[config.mk]
export PLATFORM = sky130hd
export DESIGN_NAME = alsu_req_arbiter
export DESIGN_NICKNAME = d
export VERILOG_FILES = /design/src/rtl/alsu_req_arbiter.sv
export SDC_FILE = /design/constraint.sdc
export NUM_CORES = 1
export LEC_CHECK = 0
export CAP_MARGIN = 20
export CORE_ASPECT_RATIO = 0.6
export CORE_MARGIN = 1
export CORE_UTILIZATION = 36
export DETAILED_ROUTE_END_ITERATION = 10
export GPL_ROUTABILITY_DRIVEN = 1
export PLACE_DENSITY_LB_ADDON = 0.15
export SETUP_SLACK_MARGIN = 0.1
export SLEW_MARGIN = 30
export SYNTH_ARGS = -nofsm -noshare
export SYNTH_HDL_FRONTEND = slang
export SYNTH_SLANG_ARGS = --single-unit
[constraint.sdc]
create_clock -name clk -period 1.7 [get_ports clk]
set_input_delay 0.425 -clock clk [delete_from_list [all_inputs] [get_ports clk]]
set_output_delay 0.425 -clock clk [all_outputs]
set_load 0.02 [all_outputs]
[src/rtl/alsu_req_arbiter.sv]
`default_nettype none
// ============================================================================
// Module      : alsu_req_arbiter
// Description : Two-requester round-robin front end for a single shared ALSU.
//               Accepts one command at a time over a valid/ready handshake,
//               drives the ALSU pins from a held command register, waits out
//               the ALSU pipeline latency and returns OUT/LEDS as a one-cycle
//               response pulse tagged with the owning requester.
// Revision    : 1.0  initial release
// ============================================================================
module alsu_req_arbiter #(
  parameter int LATENCY = 2
) (
  input  logic        clk,
  input  logic        rst,
  // requester 0
  input  logic        req0_valid,
  output logic        req0_ready,
  input  logic [12:0] req0_cmd,
  // requester 1
  input  logic        req1_valid,
  output logic        req1_ready,
  input  logic [12:0] req1_cmd,
  // response
  output logic        rsp_valid,
  output logic        rsp_id,
  output logic [5:0]  rsp_data,
  output logic        rsp_err,
  // ALSU pins
  output logic [2:0]  alsu_a,
  output logic [2:0]  alsu_b,
  output logic [2:0]  alsu_opcode,
  output logic        alsu_cin,
  output logic        alsu_dir,
  output logic        alsu_red_a,
  output logic        alsu_red_b,
  output logic        alsu_serial_in,
  output logic        alsu_bypass_a,
  output logic        alsu_bypass_b,
  input  logic [5:0]  alsu_out,
  input  logic [15:0] alsu_leds
);

  // Counter wide enough to hold LATENCY.
  localparam int CW = (LATENCY < 1) ? 1 : $clog2(LATENCY + 1);
  localparam logic [CW-1:0] c_CNT_LOAD = CW'(LATENCY);

  typedef enum logic [1:0] {
    ST_IDLE   = 2'd0,
    ST_BUSY   = 2'd1,
    ST_REJECT = 2'd2
  } state_t;

  state_t        state_q,    state_d;
  logic [12:0]   cmd_q,      cmd_d;
  logic [CW-1:0] cnt_q,      cnt_d;
  logic          last_id_q,  last_id_d;
  logic          owner_q,    owner_d;
  logic          rsp_valid_q, rsp_valid_d;
  logic          rsp_id_q,   rsp_id_d;
  logic [5:0]    rsp_data_q, rsp_data_d;
  logic          rsp_err_q,  rsp_err_d;

  logic          grant_any;
  logic          grant_id;
  logic [12:0]   sel_cmd;
  logic [2:0]    sel_op;
  logic          sel_red;
  logic          sel_reject;

  // Round-robin grant: a lone requester wins; on a tie the one not served last wins.
  always_comb begin
    grant_any  = req0_valid | req1_valid;
    grant_id   = (req0_valid & req1_valid) ? ~last_id_q : req1_valid;
    sel_cmd    = grant_id ? req1_cmd : req0_cmd;
    sel_op     = sel_cmd[8:6];
    sel_red    = sel_cmd[11] | sel_cmd[12];
    // Shift/rotate depend on ALSU-internal OUT history, which is not safe to
    // share between requesters; 6/7 are invalid; reductions only exist for AND/XOR.
    sel_reject = (sel_op >= 3'd4) | (sel_red & (sel_op >= 3'd2));
  end

  // Ready is combinational and only asserted while idle.
  assign req0_ready = (state_q == ST_IDLE) & req0_valid & ~grant_id;
  assign req1_ready = (state_q == ST_IDLE) & req1_valid &  grant_id;

  // Next-state and datapath updates for the arbitration FSM.
  always_comb begin
    state_d     = state_q;
    cmd_d       = cmd_q;
    cnt_d       = cnt_q;
    last_id_d   = last_id_q;
    owner_d     = owner_q;
    rsp_valid_d = 1'b0;
    rsp_id_d    = rsp_id_q;
    rsp_data_d  = rsp_data_q;
    rsp_err_d   = rsp_err_q;

    case (state_q)
      ST_IDLE: begin
        if (grant_any) begin
          last_id_d = grant_id;
          owner_d   = grant_id;
          if (sel_reject) begin
            // Command register left alone so the ALSU never sees the bad command.
            state_d = ST_REJECT;
          end else begin
            cmd_d   = sel_cmd;
            cnt_d   = c_CNT_LOAD;
            state_d = ST_BUSY;
          end
        end
      end

      ST_BUSY: begin
        if (cnt_q == '0) begin
          rsp_valid_d = 1'b1;
          rsp_id_d    = owner_q;
          rsp_data_d  = alsu_out;
          rsp_err_d   = |alsu_leds;
          state_d     = ST_IDLE;
        end else begin
          cnt_d = cnt_q - 1'b1;
        end
      end

      ST_REJECT: begin
        rsp_valid_d = 1'b1;
        rsp_id_d    = owner_q;
        rsp_data_d  = 6'd0;
        rsp_err_d   = 1'b1;
        state_d     = ST_IDLE;
      end

      default: begin
        state_d = ST_IDLE;
      end
    endcase
  end

  // State and datapath registers; asynchronous reset aborts any transaction.
  always_ff @(posedge clk or posedge rst) begin
    if (rst) begin
      state_q     <= ST_IDLE;
      cmd_q       <= '0;
      cnt_q       <= '0;
      last_id_q   <= 1'b1;
      owner_q     <= 1'b0;
      rsp_valid_q <= 1'b0;
      rsp_id_q    <= 1'b0;
      rsp_data_q  <= '0;
      rsp_err_q   <= 1'b0;
    end else begin
      state_q     <= state_d;
      cmd_q       <= cmd_d;
      cnt_q       <= cnt_d;
      last_id_q   <= last_id_d;
      owner_q     <= owner_d;
      rsp_valid_q <= rsp_valid_d;
      rsp_id_q    <= rsp_id_d;
      rsp_data_q  <= rsp_data_d;
      rsp_err_q   <= rsp_err_d;
    end
  end

  assign rsp_valid = rsp_valid_q;
  assign rsp_id    = rsp_id_q;
  assign rsp_data  = rsp_data_q;
  assign rsp_err   = rsp_err_q;

  // Command layout: {red_b, red_a, dir, cin, opcode[2:0], b[2:0], a[2:0]}
  assign alsu_a         = cmd_q[2:0];
  assign alsu_b         = cmd_q[5:3];
  assign alsu_opcode    = cmd_q[8:6];
  assign alsu_cin       = cmd_q[9];
  assign alsu_dir       = cmd_q[10];
  assign alsu_red_a     = cmd_q[11];
  assign alsu_red_b     = cmd_q[12];
  assign alsu_serial_in = 1'b0;
  assign alsu_bypass_a  = 1'b0;
  assign alsu_bypass_b  = 1'b0;

endmodule
`default_nettype wire

==> results of run 1 <==
-- metrics by stage --
step / area [µm²] / hold slack (ns) / total power [W]
finish: 2859 / 0.4794 / 0.003914
global route: 2859 / 0.5095 / 0.004145
CTS: 2708 / 0.4877 / 0.003675
detailed placement: 2567 / 0.4736 / 0.003131
floorplan: 1573 / 0.4458 / 0.002159
global placement: 2567 / 0.4692 / 0.003065
-- sequential cells by signal, summed over array words and instances, names as in the netlist --
signal and flops:
cnt_q 2, rsp_valid 1, rsp_err 1, rsp_data 6
last_id_q 1, state_q 2, cmd_q 13, rsp_id 1
owner_q 1
-- cells in the final DEF (no fill, tap or decap), drive strengths merged, types with 4 or more instances in the layout --
master	n
buf	31
mux2	27
clkdlybuf4s50	46
nor2	5
dlygate4sd2	26
a22o	6
o21ai	4
ha	4
nand2	8
clkbuf	5
dfrtp	27
inv	7
-- cell families after synthesis --
family / Yosys count
AO/OA/AOI/OAI: 23
adder cells (fa/ha/maj): 4
buffers and inverters: 12
flip-flops: 28
multiplexers: 28
other: 1
AND/OR/NAND/NOR: 27
-- where the power goes --
part	total (W)	internal, W	leakage (nW)	switching (W)
combinational	0.00234	0.00131	0.963	0.00103
clock	0.000528	0.000316	0.0357	0.000212
sequential	0.00104	0.000914	0.344	0.000128
-- path summary, 6_finish.rpt --
| check | cells after the start | endpoint | startpoint |
|---|---|---|---|
| hold reg to reg | 1 | cmd_q[8] | cmd_q[8] |
| max in group asynchronous | 3 | last_id_q | rst |
| setup / recovery | 9 | cmd_q[5] | state_q[0] |
| setup reg to reg | 9 | cmd_q[5] | state_q[0] |
| hold / removal | 3 | cmd_q[5] | rst |
| min in group clk | 1 | cmd_q[8] | cmd_q[8] |
-- final cells by class --
type | count | area, µm² | share of cell area [%]
repair buffers | 106 | 1057 | 36.98
multi-input cells | 85 | 930.9 | 32.56
flip-flops and latches | 28 | 701.9 | 24.55
well taps | 57 | 71.32 | 2.495
clock buffers | 3 | 41.29 | 1.444
clock inverters | 1 | 30.03 | 1.050
inverters | 7 | 26.28 | 0.9190
-- synthesized netlist by cell type (2+ instances only) --
library cell and count:
o21ai_0 4, nand2_1 7, and2_1 2, buf_4 3, nor3_1 2, nor2b_1 2
a22o_1 6, mux2_4 8, dfrtp_1 27, buf_6 2, nor3b_1 2, nor4_1 3
o21a_1 3, ha_1 4, mux2_2 19, inv_1 7, nor2_1 5
-- worst min-delay path, delay by kind of cell --
kind	cells	cell delay (ns)
buffers and inverters	3	0.70
-- repair_timing --
action | 4_1_cts | 5_1_grt
buffers inserted | 0 | 6
gates cloned | 1 | 1
setup endpoints to repair | 46 | 24
resized for setup | 56 | 22
pin swaps | 6 | 5
hold endpoints to repair | 0 | 0
-- routing by layer --
metal | wire (µm) | part of all wire, %
met4 | 65 | 1.4
met2 | 2270 | 50
met5 | 0 | 0
met1 | 1984 | 44
met3 | 237 | 5.2
==> flow_summary.toml, run 1 <==
[sta]
maxSlewViolCount = 0
fin_crit_ns = 1.825
max_freq_mhz = 547.9
finalSetupViolCount = 16
setup_ws_ns = -0.1251
finalHoldViolCount = 0
skew_ns = 0.004259
rsz0062_at_grt = "yes"
fin_tns_setup_ns = -1.712
period_share_pct = 107.4

[worst_setup_path]
worst_path_most_repeated_cell = "buf_6"
path_buf_inv = 4
end_kind = "register"
ff2ff_setup_slack_ns = -0.13
path_cells = "inv_2, buf_6, ha_4, nand2_4, a21oi_4, buf_6, a22oi_4, clkbuf_16, mux2_4"
crit_arrival_ns = 2.00
cpPeakStageDelay_ns = 0.40
path_delay_family = "buffers and inverters"
slowest_stage = "dfrtp_1"
crit_required_ns = 1.87
critPathLaunchType = "register"
crit_type = "reg2reg"
cp_max_fo = 6

[power_and_ir_drop]
p_leak_nw = 1.343
ir_worst_vdd_mv = 0.7637
cellPowerDensity_nw_per_um2 = 1369

[clock_tree]
cts_hold_buf = 0
clock-sinks = 28
cts_buffer_depth = 2
root_buffer = "clkbuf_8"
cts_made_buffers = 3
clk_pin_slew_ns = 0.10
cts_tree = "built"
clk_latency_ns = 0.28
htree_levels = 1

[yosys]
post_synth_main_area_contributors = "dfrtp_1 (44%), mux2_2 (14%), mux2_4 (7.9%)"
yosys.area_share.simple_pct = 9.262
synth_top_family_by_area = "multiplexers"
synth_mux_area_share_pct = 22.54
synth_top_cell_area_share_pct = 44.26
synth_largest_area_cell = "dfrtp_1"
ys_seq_area_share_pct = 45.98
synth_area_per_cell_um2 = 12.41
yosys_warnings = 0
synth_area_um2 = 1526
synth_xor_area_share_pct = 0
synth_edf_count = 0
syn_inst = 123
ys_types = 34
synthAdderAreaFrac_pct = 3.279
synth_ff_type = "dfrtp_1"
synth_seq_cells = 28
synth_compound_area_share_pct = 14.02
synth-async-reset-ratio_pct = 100.0

[grt]
grt_pass1_vias = 1420
grt_max_degree = 29
grt_pass1_wl_um = 6893
grtUsageMet1_pct = 25.05
antenna_found_initial = 0
use_met2_pct = 37.17
grt.overflow.total = 0
grt.met3_usage_pct = 5.827
grt_use_total_pct = 20.59
grt_busiest_layer = "met2"

[layout]
post-route-util_pct = 74.26
fillers = 263
finalNonFillerCells = 287
n_antenna_cell = 0
synthToLayoutAreaGrowth_pct = 87.29
drive_above_1_share_pct = 40.43
nNetsFinal = 287

[die]
start_util_pct = 39.65
die_x_um = 86.07
io_pins = 79
core_um2 = 3850
dieArea_um2 = 4513
rows = 17
die-height_um = 52.44

[outcome]
run_status = "finished with violations"
failed_checks = "setup timing"

[routing]
routed_wl_um = 4558
drtAntennaViolNets = 0
vias = 1376
dr.pass1.iters = 4
wl_per_cell_um = 15.88
drc_errors = 0
vias_per_cell = 4.794
drt_iter0_drc = 55

[placement]
gp_congestion = 0.8284
dp_hpwl_um = 3310
dp_slack_ns = -0.6237
place_inst = 276
numPortBuffers = 75

[hold_path]
hp-class = "in2async"

[run]
maxCapViolCount = 0
Note: power is estimated with default switching activity, not from simulation.
==> inputs of run 2 (changes only) <==
--- a/config.mk
+++ b/config.mk
@@ -5,12 +5,13 @@
 export SDC_FILE = /design/constraint.sdc
 export NUM_CORES = 1
 export LEC_CHECK = 0
-export CAP_MARGIN = 20
 export CORE_ASPECT_RATIO = 0.6
 export CORE_MARGIN = 1
 export CORE_UTILIZATION = 36
 export DETAILED_ROUTE_END_ITERATION = 10
 export GPL_ROUTABILITY_DRIVEN = 1
+export GPL_TIMING_DRIVEN = 1
+export MAX_ROUTING_LAYER = met4
 export PLACE_DENSITY_LB_ADDON = 0.15
 export SETUP_SLACK_MARGIN = 0.1
 export SLEW_MARGIN = 30
==> run 2 against run 1 <==
Compared with the run above: the flow still finishes with violations (setup timing); sequential power barely moved; sequential share of layout area unchanged; global-route usage up 0.57 points; cell area did not move; maximum frequency fell by 0.38%; clock-buffer cell count unchanged; flip-flop and latch count did not move; die area unchanged; critical path type unchanged; critical endpoint is now rsp_err.
==> flow_summary.toml, run 2 (synthesis results as in run 1) <==
[sta]
fin_crit_ns = 1.832
setup_ws_ns = -0.1321
max_freq_mhz = 545.8
finalHoldViolCount = 0
maxSlewViolCount = 0
rsz0062_at_grt = "yes"
fin_hold_ws_ns = 0.4793
finalSetupViolCount = 16
skew_ns = 0.004311
period_share_pct = 107.8

[die]
rows = 17
io_pins = 79
core_um2 = 3850
dieArea_um2 = 4513
start_util_pct = 39.65
die_x_um = 86.07
die-height_um = 52.44

[grt]
antenna_found_initial = 0
grt_use_total_pct = 21.16
grt.overflow.total = 0
grt_max_degree = 29
grt_pass1_wl_um = 6900
grt_pass1_vias = 1417

[outcome]
run_status = "finished with violations"
failed_checks = "setup timing"

[clock_tree]
cts_made_buffers = 3
cts_hold_buf = 0
clk_pin_slew_ns = 0.10
clk_latency_ns = 0.28
cts_tree = "built"
clock-sinks = 28
cts_buffer_depth = 2
htree_levels = 1
root_buffer = "clkbuf_8"

[routing]
drc_errors = 0
drt_iter0_drc = 54
vias_per_cell = 4.763
drtAntennaViolNets = 0
wl_per_cell_um = 15.92
vias = 1367
dr.pass1.iters = 4
routed_wl_um = 4569

[layout]
nNetsFinal = 287
finish.instance_area_um2 = 2859
top_register = "cmd_q"
synthToLayoutAreaGrowth_pct = 87.29
layout_common_cells = "clkdlybuf4s50_1 (46), dfrtp_1 (27), dlygate4sd2_1 (26)"
largest_reg_flops = 13
regArea_um2 = 701.9
final_common_cell = "clkdlybuf4s50_1"
n_antenna_cell = 0
multi_input_area_um2 = 930.9
fillers = 263
drive_above_1_share_pct = 40.43

[power_and_ir_drop]
ir_worst_vdd_mv = 0.7690
power_w = 0.003918
p_leak_nw = 1.343
cellPowerDensity_nw_per_um2 = 1370

[placement]
dp_hpwl_um = 3310
numPortBuffers = 75
gp_congestion = 0.8411
placed_cell_area_um2 = 2567

[worst_setup_path]
critPathLaunchType = "register"
cp_max_fo = 3
crit_arrival_ns = 2.00
crit_required_ns = 1.87
rr_worst_depth = 6
end_kind = "register"
crit_type = "reg2reg"

[hold_path]
hp-class = "in2async"

[run]
maxCapViolCount = 0
==> run 2: cell counts in the layout (fill, tap and decap cells not counted) <==
Identical to the previous run, type by type.
==> run 2: final timing paths <==
| check | from | end | slack, ns |
|---|---|---|---|
| worst max register to register | state_q[1] | rsp_err | -0.13 |
| worst min register to register | cmd_q[8] | cmd_q[8] | 0.48 |
| min in group clk | cmd_q[8] | cmd_q[8] | 0.48 |
| worst max-delay path | state_q[1] | rsp_err | -0.13 |
| worst min-delay path | rst | cmd_q[5] | 0.48 |
| max in group asynchronous | rst | last_id_q | 0.99 |
==> run 2: per-layer routing <==
layer  track usage, %  vias up  routed length [µm]
li1                 -      654                   -
met1            25.34      665                2002
met2            37.17       44                2301
met3            5.354        4                 222
met4            3.611        0                  43
met5                -        -                   0
==> run 2: area by class of cell <==
cell class,instances,share of cell area [%]
clock buffers,3,1.444
repair buffers,106,36.98
well taps,57,2.495
inverters,7,0.9190
multi-input cells,85,32.56
flip-flops and latches,28,24.55
clock inverters,1,1.050
==> run 2: through the flow <==
stage          setup WS, ns  utilization [%]  setup TNS [ns]  std cells
4_1_cts            -0.07012            70.33         -0.2807        281
3_5_place_dp        -0.6237            66.69          -9.523        276
6_report            -0.1321            74.26          -1.483        287
3_3_place_gp        -0.5450            66.69          -8.595        276
5_1_grt             -0.2277            74.26          -2.507        287
2_1_floorplan       0.07131                -               0        125
==> run 2: critical path, stage by stage, from the launching register on <==
cell and delay, ns:
dfrtp_1 0.41, buf_4 0.16, ha_4 0.17, nor4_4 0.14, nand4_1 0.14, or4_4 0.42
mux2_4 0.28
==> run 2: where the power goes <==
part	total [W]	switching, W	internal, W
logic	0.00235	0.00104	0.00131
registers	0.00104	0.000128	0.000914
clock network	0.000529	0.000213	0.000316
total	0.00392	0.00138	0.00254
==> run 2: timing repair <==
action | in CTS | in global routing
pin swaps | 6 | 5
buffers inserted | 0 | 6
gates cloned | 1 | 1
resized for setup | 56 | 22
endpoints found under the setup margin | 46 | 24
==> inputs of run 3 (changes only) <==
--- a/config.mk
+++ b/config.mk
@@ -5,14 +5,16 @@
 export SDC_FILE = /design/constraint.sdc
 export NUM_CORES = 1
 export LEC_CHECK = 0
+export ABC_AREA = 1
 export CORE_ASPECT_RATIO = 0.6
 export CORE_MARGIN = 1
-export CORE_UTILIZATION = 36
+export CORE_UTILIZATION = 35
 export DETAILED_ROUTE_END_ITERATION = 10
 export GPL_ROUTABILITY_DRIVEN = 1
 export GPL_TIMING_DRIVEN = 1
 export MAX_ROUTING_LAYER = met4
 export PLACE_DENSITY_LB_ADDON = 0.15
+export RECOVER_POWER = 25
 export SETUP_SLACK_MARGIN = 0.1
 export SLEW_MARGIN = 30
 export SYNTH_ARGS = -nofsm -noshare
==> run 3 against run 2 <==
Compared with the run above: the run still ends with setup timing left; global-route usage shrank 0.87 points; die area is 0.99% lower; sequential power up 7%; hold slack gained 0.0037 ns; maximum frequency rose by 6.9%; clock-buffer cell count is the same; clock skew about the same; total power shrank 3.4%; clock power barely moved; critical endpoint is now req1_ready; largest cell class unchanged; highest routed layer unchanged.
==> flow_summary.toml, run 3 <==
[layout]
synthToLayoutAreaGrowth_pct = 83.47
layout_common_cells = "nand2_1 (73), clkdlybuf4s50_1 (48), dfrtp_1 (27)"
finalNonFillerCells = 346
post-route-util_pct = 70.39
drive_above_1_share_pct = 26.42
top_register = "cmd_q"
n_antenna_cell = 0
nNetsFinal = 356
largest_reg_flops = 13
final_common_cell = "nand2_1"

[clock_tree]
clock-sinks = 28
clk_latency_ns = 0.28
cts_made_buffers = 3
cts_tree = "built"
clk_pin_slew_ns = 0.10
root_buffer = "clkbuf_8"
htree_levels = 1
cts_buffer_depth = 2

[yosys]
ys_seq_area_share_pct = 47.79
post_synth_main_area_contributors = "dfrtp_1 (46%), nand2_1 (25%), inv_1 (3.8%)"
ys_types = 25
syn_inst = 197
synth_top_cell_area_share_pct = 46.00
synth_area_per_cell_um2 = 7.456
synth_largest_area_cell = "dfrtp_1"
yosys.area_share.simple_pct = 36.03
yosys-top-cells-count = "nand2_1 (99), dfrtp_1 (27), inv_1 (15), nand3_1 (11), o21ai_0 (8)"
synth_area_um2 = 1469
synth_compound_area_share_pct = 4.770
synth_top_family_by_area = "simple AND/OR/NAND/NOR gates"
yosys_warnings = 0
synth_ff_type = "dfrtp_1"
synth_xor_area_share_pct = 0
synth_seq_cells = 28
synth_mux_area_share_pct = 0
synth_most_common_cell = "nand2_1"
synth-async-reset-ratio_pct = 100.0
synthAdderAreaFrac_pct = 3.407
synth_edf_count = 0

[sta]
finalSetupViolCount = 2
max_freq_mhz = 583.2
setup_ws_ns = -0.01455
skew_ns = 0.003976
rsz0062_at_grt = "yes"
finalHoldViolCount = 0
maxSlewViolCount = 0
period_share_pct = 100.9
fin_crit_ns = 1.715
fin_tns_setup_ns = -0.01810

[placement]
gp_congestion = 0.7536
numPortBuffers = 75
dp_hpwl_um = 3060
place_inst = 333
dp_slack_ns = -0.5881

[grt]
grt.overflow.total = 0
grt_use_total_pct = 20.30
grt_pass1_wl_um = 6741
grt_max_degree = 17
antenna_found_initial = 0
grt_pass1_vias = 1402

[routing]
drc_errors = 0
vias = 1544
vias_per_cell = 4.462
dr.pass1.iters = 4
wl_per_cell_um = 12.74
routed_wl_um = 4409
drt_iter0_drc = 37
drtAntennaViolNets = 0

[outcome]
failed_checks = "setup timing"
run_status = "finished with violations"

[worst_setup_path]
end_kind = "output port"
startpoint = "last_id_q"
cp_max_fo = 4
crit_type = "reg2out"
reg2reg_from = "last_id_q"
crit_arrival_ns = 1.29
slowest_stage = "dfstp_2"
critPathLaunchType = "register"
cpPeakStageDelay_ns = 0.58
path_cells = "nand2_4, nand2_4, buf_6, nor2_4, buf_6"
crit_required_ns = 1.27

[die]
dieArea_um2 = 4468
die_x_um = 85.64
rows = 17
io_pins = 79
die-height_um = 52.18
start_util_pct = 38.37
core_um2 = 3829

[run]
maxCapViolCount = 0

[power_and_ir_drop]
cellPowerDensity_nw_per_um2 = 1404
p_leak_nw = 1.378
ir_worst_vdd_mv = 0.7141

[hold_path]
hp-class = "reg2reg"
min_from = "rsp_data[4]"
## run 3: changes by cell type after synthesis, moves of 6 or more
cell,change
nand2_1,+92
a22o_1,-6
nand3_1,+11
mux2_4,-8
mux2_2,-19
inv_1,+8
## run 3: power by group
part	internal (W)	total (W)	switching, W
Sequential	0.000952	0.00111	0.000163
Combinational	0.000942	0.00214	0.00120
Clock	0.000315	0.000528	0.000212
## run 3: logic make-up after synthesis
family,count (synthesis)
flip-flops,28
AND/OR/NAND/NOR,127
AO/OA/AOI/OAI,12
other,1
adder cells (fa/ha/maj),4
buffers and inverters,25
## run 3: path summary, 6_finish.rpt
kind,end,slack (ns),cells past startpoint
hold reg to reg,rsp_data[4],0.48,2
setup reg to reg,cmd_q[10],0.02,11
hold / removal,rsp_data[4],0.48,2
max in group asynchronous,last_id_q,0.49,3
setup / recovery,req1_ready,-0.01,5
min in group asynchronous,rsp_data[5],0.52,2
## run 3: critical path, delay by kind of cell (launching register included)
family / cells / cell delay (ns)
buf+inv: 2 / 0.23
simple gates: 3 / 0.20
flops: 1 / 0.58
## run 3: timing repair
action / in CTS / in global routing
buffers inserted: 2 / 5
setup endpoints to repair: 41 / 23
resized for setup: 56 / 46
pin swaps: 6 / 22
gates cloned: 1 / 2
endpoints found under the hold margin: 0 / 0
hold buffers: 0 / 0
## run 3: per-stage QoR
| step | total power [W] | cell area [µm²] | hold slack (ns) |
|---|---|---|---|
| 2_1_floorplan | 0.002102 | 1479 | 0.4419 |
| 3_3_place_gp | 0.002998 | 2385 | 0.4535 |
| 3_5_place_dp | 0.003019 | 2385 | 0.4670 |
| 4_1_cts | 0.003529 | 2511 | 0.3958 |
| 5_1_grt | 0.004066 | 2695 | 0.5129 |
| 6_report | 0.003784 | 2695 | 0.4829 |
## run 3: per-layer routing
metal / part of all wire (%) / track usage, %
met3: 4.8 / 5.827
met4: 0.18 / 1.667
met2: 44 / 29.47
met1: 51 / 29.19
met5: 0 / -
## run 3: cell type report
class | count | area (µm²)
clock buffers | 3 | 41.29
flip-flops and latches | 28 | 701.9
clock inverters | 1 | 30.03
inverters | 18 | 77.57
repair inverters | 1 | 6.256
repair buffers | 101 | 947.2
multi-input cells | 147 | 832.0
fillers | 317 | 1134
well taps | 47 | 58.81
